## src/rtl/lsu_pkg.sv

```systemverilog
// Shared types and widths for the load/store unit
// and the data memory port it drives.
package lsu_pkg;

  localparam int ADDR_W = 8;
  localparam int DATA_W = 8;
  localparam int HALF_W = 2 * DATA_W;

  typedef enum logic [1:0] {
    IDLE,
    BYTE0,
    BYTE1,
    RESP
  } state_t;

endpackage

```

## src/rtl/load_store_unit.sv

```systemverilog
// Byte/halfword load-store sequencer onto a
// single-byte negedge-sampled data memory port.
module load_store_unit #(
  parameter int ADDR_W = lsu_pkg::ADDR_W,
  parameter int DATA_W = lsu_pkg::DATA_W
) (
  input  logic                clk,
  input  logic                reset_n,
  input  logic                req_valid,
  output logic                req_ready,
  input  logic                req_write,
  input  logic                req_half,
  input  logic [ADDR_W-1:0]   req_addr,
  input  logic [2*DATA_W-1:0] req_wdata,
  output logic                rsp_valid,
  input  logic                rsp_ready,
  output logic [2*DATA_W-1:0] rsp_rdata,
  output logic                mem_write,
  output logic [ADDR_W-1:0]   mem_address,
  output logic [DATA_W-1:0]   mem_datain,
  input  logic [DATA_W-1:0]   mem_dataout
);

  import lsu_pkg::*;

  localparam int HW = 2 * DATA_W;

  state_t            state;
  logic              wr;
  logic              half;
  logic [ADDR_W-1:0] addr;
  logic [HW-1:0]     wdata;
  logic              accept;

  assign req_ready = (state == IDLE) ||
                     (state == RESP && rsp_ready);
  assign accept    = req_valid && req_ready;

  always_ff @(posedge clk or negedge reset_n) begin
    if (!reset_n) begin
      state       <= IDLE;
      rsp_valid   <= 1'b0;
      rsp_rdata   <= '0;
      mem_write   <= 1'b0;
      mem_address <= '0;
      mem_datain  <= '0;
      wr          <= 1'b0;
      half        <= 1'b0;
      addr        <= '0;
      wdata       <= '0;
    end else if (accept) begin
      // Also the RESP handshake cycle: the old
      // response retires as the new one starts.
      wr          <= req_write;
      half        <= req_half;
      addr        <= req_addr;
      wdata       <= req_wdata;
      mem_address <= req_addr;
      mem_write   <= req_write;
      if (req_write)
        mem_datain <= req_wdata[DATA_W-1:0];
      rsp_valid   <= 1'b0;
      rsp_rdata   <= '0;
      state       <= BYTE0;
    end else begin
      unique case (state)
        BYTE0: begin
          if (!wr)
            rsp_rdata[DATA_W-1:0] <= mem_dataout;
          if (half) begin
            mem_address <= addr + ADDR_W'(1);
            mem_write   <= wr;
            if (wr)
              mem_datain <= wdata[HW-1:DATA_W];
            state <= BYTE1;
          end else begin
            mem_write <= 1'b0;
            rsp_valid <= 1'b1;
            state     <= RESP;
          end
        end
        BYTE1: begin
          if (!wr)
            rsp_rdata[HW-1:DATA_W] <= mem_dataout;
          mem_write <= 1'b0;
          rsp_valid <= 1'b1;
          state     <= RESP;
        end
        RESP: begin
          if (rsp_ready) begin
            rsp_valid <= 1'b0;
            state     <= IDLE;
          end
        end
        default: begin
          mem_write <= 1'b0;
        end
      endcase
    end
  end

endmodule

```

## config.mk

```make
export PLATFORM = sky130hd
export DESIGN_NAME = load_store_unit
export DESIGN_NICKNAME = d
export VERILOG_FILES = /design/src/rtl/lsu_pkg.sv /design/src/rtl/load_store_unit.sv
export SDC_FILE = /design/constraint.sdc
export NUM_CORES = 1
export LEC_CHECK = 0
export CORE_MARGIN = 4
export CORE_UTILIZATION = 45
export DETAILED_ROUTE_END_ITERATION = 10
export MAX_ROUTING_LAYER = met4
export PLACE_DENSITY_LB_ADDON = 0.2
export SLEW_MARGIN = 20
export SYNTH_ARGS = -nofsm -noshare
export SYNTH_HDL_FRONTEND = slang
export SYNTH_SLANG_ARGS = --single-unit
```

## constraint.sdc

```tcl
create_clock -name clk -period 4.6 [get_ports clk]
set_input_delay 1.38 -clock clk [delete_from_list [all_inputs] [get_ports clk]]
set_output_delay 1.38 -clock clk [all_outputs]
set_load 0.005 [all_outputs]
```

### Word level (Yosys, flattened, before mapping)

Index checks and enable logic that the tools add are counted.

* output and inout bits: 35
* logic and storage cells: 58
* bits in registers: 62
* input port bits: 38

* muxes and demuxes: 23
* add/subtract/negate cells: 1
* reduce and logical (&&, ||, !) cells: 15
* equal/unequal tests: 8

Operators by type and width (number)
* 8-bit two-way mux: 11
* 16-bit two-way mux: 1
* 8-bit by 1-bit adder with 8-bit output, second input constant: 1
* 2-bit AND reduction: 4
* 2-bit nonzero test: 4
* 1-bit two-way mux: 6
* 3-bit inequality test, second input constant: 2
* 2-bit case mux with 3 select lines: 1
* 2-bit equality test, second input constant: 2
* 2-bit two-way mux: 2
* 2-bit inequality test, second input constant: 2
* 4-bit AND reduction: 1
* 4-bit nonzero test: 1
* 1-bit case mux with 3 select lines: 1
* 3-bit AND reduction: 1
* 2-bit by 1-bit equality test with 1-bit output, second input constant: 1
* 1-bit logical AND: 2
* 2-bit logical NOT: 1
* 2-bit by 1-bit inequality test with 1-bit output, second input constant: 1
* 1-bit case mux with 2 select lines: 1
* 1-bit logical OR: 1

### Depth between registers and ports, before layout

Gate-level depths: netlist (run 1).

* depth after elaboration: 6
* mapped depth: 9
* gate-level depth less buffers: 6

### Least setup slack after synthesis (run 1)

No wires, ideal clock.

* kind: input -> output
* from: in rsp_ready
* to: out req_ready
* arrival: 1.540 ns
* stages on the path: 1
* setup slack: 1.680 ns
* data required time: 3.220 ns
* cells stage by stage: a21o_1

* word-level cells in the longest chain between the ends: 2

RTL lines
* start, declared: line load_store_unit.sv:16 `input logic rsp_ready,`
* 1-bit logical AND: line load_store_unit.sv:36 `(state == RESP && rsp_ready);`
* 1-bit logical OR: line load_store_unit.sv:35 `assign req_ready = (state == IDLE) ||`
* end, declared: line load_store_unit.sv:10 `output logic req_ready,`

Every way passes these cells.

### Final worst setup path (run 1)

Ends and elaborated chain as after synthesis.

==> results of run 1 <==
## final timing paths
kind / startpoint / endpoint / slack, ps / cells after the start
max in group asynchronous: reset_n / addr[1] / 2980 / 2
worst max-delay path: rsp_ready / req_ready / 690 / 3
worst max register to register: state[0] / mem_datain[2] / 2350 / 5
min in group asynchronous: reset_n / mem_datain[7] / 1070 / 1
worst min-delay path: wdata[12] / wdata[12] / 470 / 2
worst min register to register: wdata[12] / wdata[12] / 470 / 2
## cell type report
class	count	area [sq um]	area share, %
flip-flops and latches	54	1351	40.69
multi-input cells	162	1042	31.39
repair buffers	75	740.7	22.31
well taps	70	87.58	2.638
clock buffers	7	86.33	2.600
inverters	2	7.507	0.2261
clock inverters	1	5.005	0.1507
## through the flow
step                      hold WS, ps  std cells  power [mW]  instance area [sq um]  util [%]
after floorplan                 434.8        229       1.361                   2457         -
after global placement          450.5        363       1.752                   3227     62.00
after detailed placement        455.6        363       1.776                   3227     62.00
after CTS                       477.5        371       2.051                   3318     63.75
after global routing            499.5        371       2.207                   3321     63.80
final                           472.8        371       2.020                   3321     63.80
## tightest hold or removal path: stages, from the launching register on
cell	delay, ps
dfrtp_1	350
nand2_1	50
nand2_1	50
## logic make-up after synthesis
family | count (synthesis) | share of synthesized area (%)
AND/OR/NAND/NOR | 95 | 15.58
flip-flops | 54 | 54.99
multiplexers | 38 | 17.46
AO/OA/AOI/OAI | 17 | 4.124
buffers and inverters | 13 | 2.648
XOR/XNOR | 6 | 2.138
adder cells (fa/ha/maj) | 6 | 3.055
## flip-flops by register name (all words and copies together), names as in the netlist
signal       cells
wdata            8
rsp_rdata       16
state            2
half             1
mem_datain       8
rsp_valid        1
wr               1
mem_write        1
mem_address      8
addr             8
## power by group
group,total [mW],leakage [nW],internal (mW),switching (mW)
Sequential,0.825,0.678,0.688,0.138
Clock,0.268,0.0482,0.122,0.146
Combinational,0.927,0.906,0.538,0.389
## cell usage in the layout (no fill, tap or decap)
master,n
mux2i_1,20
xor2_1,1
a21o_1,1
and3_1,3
o21ai_0,8
a2bb2oi_1,1
a21oi_1,3
nor2_1,21
mux2_4,4
mux2_2,13
o211ai_1,3
and2_2,1
clkbuf_8,6
nand2_1,59
nor3_1,1
buf_4,4
clkinv_2,1
inv_1,2
mux2i_4,1
clkdlybuf4s50_1,71
dfrtp_1,54
a211oi_1,1
nand2b_1,2
ha_1,6
xnor2_1,5
clkbuf_1,1
nand3_1,8
## per-layer routing
| layer | global-route usage, % | part of all wire [%] |
|---|---|---|
| met5 | - | 0 |
| met4 | 4.485 | 1.1 |
| met3 | 4.496 | 6.1 |
| met2 | 26.66 | 45 |
| met1 | 22.89 | 48 |
==> results_dict.tcl, run 1 <==
set metrics [dict create \
    maxCapViolations 0 \
    cp-end-kind "output pin" \
    setup-tns-final_ps 0 \
    grt_pass1_vias 1814 \
    via_per_inst 4.978 \
    slew_viol_final 0 \
    finalWirelength_um 5062 \
    worst-setup-path-type "input pin to output pin" \
    p_per_area_nw_per_um2 608.4 \
    antenna_found_initial 0 \
    path_buf_inv 2 \
    vias 1847 \
    port_buffers 72 \
    critPathMostFrequentCell "clkdlybuf4s50_1" \
    slowest_stage "clkdlybuf4s50_1" \
    slew-limit-headroom_pct 55.34 \
    root_buffer "clkbuf_8" \
    peakVddDrop_v 0.0003163 \
    ios 73 \
    drc 0 \
    yosysTopAreaCell "dfrtp_1" \
    grt_max_degree 48 \
    drive_gt1_share_pct 9.967 \
    yosys-top-cells-count "59 x nand2_1, 54 x dfrtp_1, 21 x nor2_1, 20 x mux2i_1, 13 x mux2_2" \
    areaGrowthSynthToFinish_pct 35.13 \
    critPathMaxFanout 3 \
    synth_top_area_share_pct 54.99 \
    hold_viol_final 0 \
    fin_nets 344 \
    worst_slack_ps 685.3 \
    grt_util_all_layers_pct 17.32 \
    ys.flop_type "dfrtp_1" \
    start_kind "input pin" \
    finalCritPeriodShare_pct 85.10 \
    arrival_ps 2530 \
    fin_skew_ps 5.499 \
    dp_worst_setup_slack_ps 687.9 \
    outcome "complete, no violations" \
    postSynth.asyncResetShare_pct 100.0 \
    dieWidth_um 81.90 \
    die_area_sq_um 6707 \
    cp_top_family "buffers and inverters" \
    place_congestion 0.7312 \
    cts_tree "yes" \
    diodes 0 \
    drt_iter0_drc 59 \
    ys_ff_latch 54 \
    clock_path_buffers 2 \
    drt_first_pass_iters 6 \
    dp_hpwl_um 3584 \
    initial_core_util_pct 47.21 \
    overflow 0 \
    slowest_delay_ps 500 \
    synth_edf_count 0 \
    synthCells 229 \
    clock_sinks 54 \
    routedWlPerCell_um 13.64 \
    crit_chain "clkdlybuf4s50_1 -> a21o_1 -> clkdlybuf4s50_1" \
    cts-buffers-inserted 5 \
    clkTransAtPathRegs_ps 90 \
    n_fill_cell 461 \
    rows 26 \
    required_ps 3220 \
    hold_buffers 0 \
    finalSetupViolCount 0 \
    core_area_sq_um 5205 \
    fin_crit_ps 3915 \
    fmax_ghz 0.2554 \
    yosysMostFrequentCell "nand2_1" \
    die_y_um 81.90 \
    hold_path_class "flip-flop to flip-flop" \
    post_cts_buffers 0 \
    grt_pass1_wl_um 8569 \
    clk_latency_ps 300 \
    syn_avg_cell_area_sq_um 10.73 \
    p_leak_nw 1.632 \
    ant_nets 0 \
    synth_area_sq_um 2457 \
    yosys_warnings 0 \
    ys_seq_area_share_pct 54.99 \
    syn_nets 273 \
    yosys-top-cells-area "dfrtp_1 55%, nand2_1 9.0%, mux2i_1 8.1%" \
    htree_levels 2 \
    rsz0062_at_grt "false" \
    yosysUniqueCellTypes 26 \
    tightest_slew_ps 669.9 \
    cts_resized 0 \
]
Note: power is estimated with default switching activity, not from simulation.
==> run 2: changes to the inputs <==
ABC_CLOCK_PERIOD_IN_PS = 4600   (was unset)
CORE_UTILIZATION = 25   (was 45)
==> results_dict.tcl, run 2 (synthesized netlist as in run 1, its figures left out) <==
set metrics [dict create \
    outcome "complete, no violations" \
    fin_crit_ps 3954 \
    clock_sinks 54 \
    place_area_sq_um 3301 \
    drc 0 \
    clock_path_buffers 2 \
    cts_resized 0 \
    arrival_ps 2570 \
    overflow 0 \
    design_area_sq_um 3413 \
    die_y_um 107.1 \
    drt_first_pass_iters 4 \
    layout_common_cells "71 x clkdlybuf4s50_1, 59 x nand2_1, 54 x dfrtp_1" \
    setup-tns-final_ps 0 \
    cp-end-kind "output pin" \
    via_per_inst 4.216 \
    hold_viol_final 0 \
    slew-limit-headroom_pct 61.42 \
    clk_latency_ps 310 \
    largest_reg_flops 16 \
    grt_util_all_layers_pct 10.86 \
    cts_tree "yes" \
    final_common_cell "clkdlybuf4s50_1" \
    htree_levels 2 \
    grt_pass1_vias 1921 \
    gr-usage-met3_pct 2.408 \
    slowest_stage "clkdlybuf4s50_1" \
    antenna_found_initial 0 \
    areaGrowthSynthToFinish_pct 38.90 \
    post_cts_buffers 0 \
    rsz0062_at_grt "false" \
    busiest_layer "met2" \
    grt_pass1_wl_um 9618 \
    hold_path_class "flip-flop to flip-flop" \
    crit_chain "clkdlybuf4s50_1 -> a21o_1 -> clkdlybuf4s50_1" \
    required_ps 3220 \
    critPathMostFrequentCell "clkdlybuf4s50_1" \
    die_area_sq_um 11480 \
    place_congestion 0.7586 \
    clkTransAtPathRegs_ps 100 \
    drt_iter0_drc 45 \
    cts-buffers-inserted 5 \
    initial_core_util_pct 26.10 \
    critPathMaxFanout 3 \
    p_leak_nw 1.642 \
    port_buffers 72 \
    p_per_area_nw_per_um2 612.2 \
    ant_nets 0 \
    routedWlPerCell_um 13.60 \
    drive_gt1_share_pct 10.30 \
    regMostFlops "rsp_rdata" \
    vias 1813 \
    maxCapViolations 0 \
    slowest_delay_ps 520 \
    grt.met1_usage_pct 13.88 \
    finalSetupViolCount 0 \
    slew_viol_final 0 \
    p_total_mw 2.090 \
    peakVddDrop_v 0.0002462 \
    dp_hpwl_um 4093 \
    core_area_sq_um 9415 \
    dieWidth_um 107.1 \
    worst-setup-path-type "input pin to output pin" \
    finalCritPeriodShare_pct 85.95 \
    start_kind "input pin" \
    fin_nets 344 \
    finalWirelength_um 5849 \
    grt_max_degree 34 \
    root_buffer "clkbuf_8" \
    ios 73 \
    tightest_slew_ps 578.8 \
    diodes 0 \
    fmax_ghz 0.2529 \
    fin_skew_ps 6.592 \
    met2_usage_pct 17.65 \
    hold_buffers 0 \
    rows 35 \
]
[run 2: cell types whose count changed in the layout (fill, tap and decap cells not counted)]
| cell | delta |
|---|---|
| clkbuf_1 | -1 |
| buf_4 | -1 |
| buf_2 | +1 |
| inv_6 | +1 |
| bufinv_16 | +1 |
| clkbuf_8 | -1 |
[run 2: layout make-up]
cell class	instances	area [sq um]
Tap cell	129	161.4
Multi-Input combinational cell	162	1042
Fill cell	996	6002
Timing Repair Buffer	75	738.2
Inverter	2	7.507
Clock inverter	3	43.79
Clock buffer	5	68.82
Sequential cell	54	1351
[run 2: final timing paths]
path	from	end	slack, ps	cells after the start
worst max-delay path	rsp_ready	req_ready	650	3
worst min-delay path	wdata[11]	wdata[11]	470	2
worst max register to register	state[1]	mem_datain[1]	2380	5
worst min register to register	wdata[11]	wdata[11]	470	2
max in group asynchronous	reset_n	mem_datain[6]	2740	2
min in group asynchronous	reset_n	rsp_rdata[3]	1040	1
[run 2: power by group]
part / internal, mW / switching [mW]
sequential: 0.687 / 0.139
clock: 0.164 / 0.164
combinational: 0.538 / 0.398
total: 1.39 / 0.702
[run 2: worst max-delay path: cells and delay by family]
family                 cells  cell delay [ps]
buffers and inverters      2             1010
AOI/OAI and AO/OA          1              180
[run 2: per-layer routing]
metal	share of wire (%)	routed length (um)
met5	0	0
met4	0.24	14
met3	5.0	292
met2	48	2782
met1	47	2759
[run 2: through the flow]
stage	setup slack (ps)	hold WS, ps	std cells	utilization, %
after floorplan	1680	434.8	229	-
after global placement	636.8	452.2	422	35.06
after detailed placement	645.8	457.5	422	35.06
after CTS	641.8	482.4	430	36.25
after global routing	597.8	499.3	430	36.25
final	646.5	472.4	430	36.25
==> run 3: changes to the inputs <==
CORE_UTILIZATION = 50   (was 25)
==> results_dict.tcl, run 3 (synthesized netlist as in run 1, its figures left out) <==
set metrics [dict create \
    path_buf_inv 2 \
    cp_top_family "buffers and inverters" \
    die_y_um 78.11 \
    slowest_stage "clkdlybuf4s50_1" \
    critPathMaxFanout 3 \
    outcome "complete, no violations" \
    die_area_sq_um 6100 \
    ios 73 \
    cp-end-kind "output pin" \
    finalSetupViolCount 0 \
    rows 25 \
    drive_gt1_share_pct 10.30 \
    antenna_found_initial 0 \
    rsz0062_at_grt "false" \
    timing.hold.ws_ps 477.0 \
    cts_tree "yes" \
    vias 1831 \
    drt_first_pass_iters 4 \
    core_area_sq_um 4755 \
    fin_nets 344 \
    dieWidth_um 78.11 \
    dp_hpwl_um 3630 \
    drt_iter0_drc 118 \
    areaGrowthSynthToFinish_pct 35.03 \
    worst-setup-path-type "input pin to output pin" \
    overflow 0 \
    finalWirelength_um 5000 \
    hold_buffers 0 \
    slew-limit-headroom_pct 55.45 \
    port_buffers 72 \
    grt_max_degree 35 \
    p_total_mw 2.020 \
    critPathMostFrequentCell "clkdlybuf4s50_1" \
    start_kind "input pin" \
    peakVddDrop_v 0.0003382 \
    slew_viol_final 0 \
    crit_chain "clkdlybuf4s50_1 -> a21o_1 -> clkdlybuf4s50_1" \
    post_cts_buffers 0 \
    stdcell_count 368 \
    clock_sinks 54 \
    largest_reg_flops 16 \
    clk_latency_ps 300 \
    tightest_slew_ps 668.2 \
    setup-tns-final_ps 0 \
    root_buffer "clkbuf_8" \
    hold_viol_final 0 \
    arrival_ps 2540 \
    p_leak_nw 1.630 \
    fin_crit_ps 3915 \
    htree_levels 2 \
    worst_slack_ps 684.9 \
    place_inst 360 \
    fmax_ghz 0.2554 \
    grt_pass1_vias 1874 \
    grt_pass1_wl_um 8694 \
    place_area_sq_um 3223 \
    place_congestion 0.7616 \
    final_common_cell "clkdlybuf4s50_1" \
    diodes 0 \
    design_area_sq_um 3318 \
    via_per_inst 4.976 \
    ant_nets 0 \
    cts-buffers-inserted 5 \
    utilization_pct 69.79 \
    regMostFlops "rsp_rdata" \
    layout_common_cells "71 x clkdlybuf4s50_1, 59 x nand2_1, 54 x dfrtp_1" \
    routedWlPerCell_um 13.59 \
    finalCritPeriodShare_pct 85.11 \
    hold_path_class "flip-flop to flip-flop" \
    slowest_delay_ps 500 \
    maxCapViolations 0 \
    required_ps 3220 \
    dp_worst_setup_slack_ps 680.2 \
    clkTransAtPathRegs_ps 90 \
    clock_path_buffers 2 \
    initial_core_util_pct 51.68 \
    fin_skew_ps 8.942 \
    grt_util_all_layers_pct 18.38 \
    drc 0 \
    p_per_area_nw_per_um2 608.9 \
    cts_resized 0 \
]
run 3: worst paths after layout:
path                       startpoint       endpoint  slack [ps]  cells after the start
max                         rsp_ready      req_ready         680                      3
min                          wdata[9]       wdata[9]         480                      2
max reg2reg                  state[0]  mem_datain[5]        2330                      6
min reg2reg                  wdata[9]       wdata[9]         480                      2
max in group asynchronous     reset_n      wdata[14]        2750                      2
min in group asynchronous     reset_n      mem_write        1100                      1
run 3: worst min-delay path: cells and delay by family, from the launching register on:
family	cells	cell delay, ps
flip-flops	1	350
AND/OR/NAND/NOR	2	100
run 3: per-layer routing:
metal | up-vias | GRT usage [%] | share of wire (%)
met5 | - | - | 0
met4 | 0 | 3.147 | 0.72
met3 | 5 | 4.931 | 5.3
met2 | 47 | 31.85 | 51
met1 | 883 | 21.91 | 43
li1 | 896 | - | -
run 3: area by class of cell:
| class | instances | area (sq um) |
|---|---|---|
| clock buffer | 6 | 82.58 |
| clock inverter | 2 | 12.51 |
| fill | 395 | 1436 |
| inverter | 2 | 7.507 |
| multi-input combinational | 162 | 1042 |
| sequential | 54 | 1351 |
| tap | 67 | 83.83 |
| timing repair buffer | 75 | 738.2 |
run 3: where the power goes:
| group | internal (mW) | switching (mW) |
|---|---|---|
| sequential | 0.687 | 0.137 |
| combinational | 0.538 | 0.387 |
| clock | 0.121 | 0.149 |
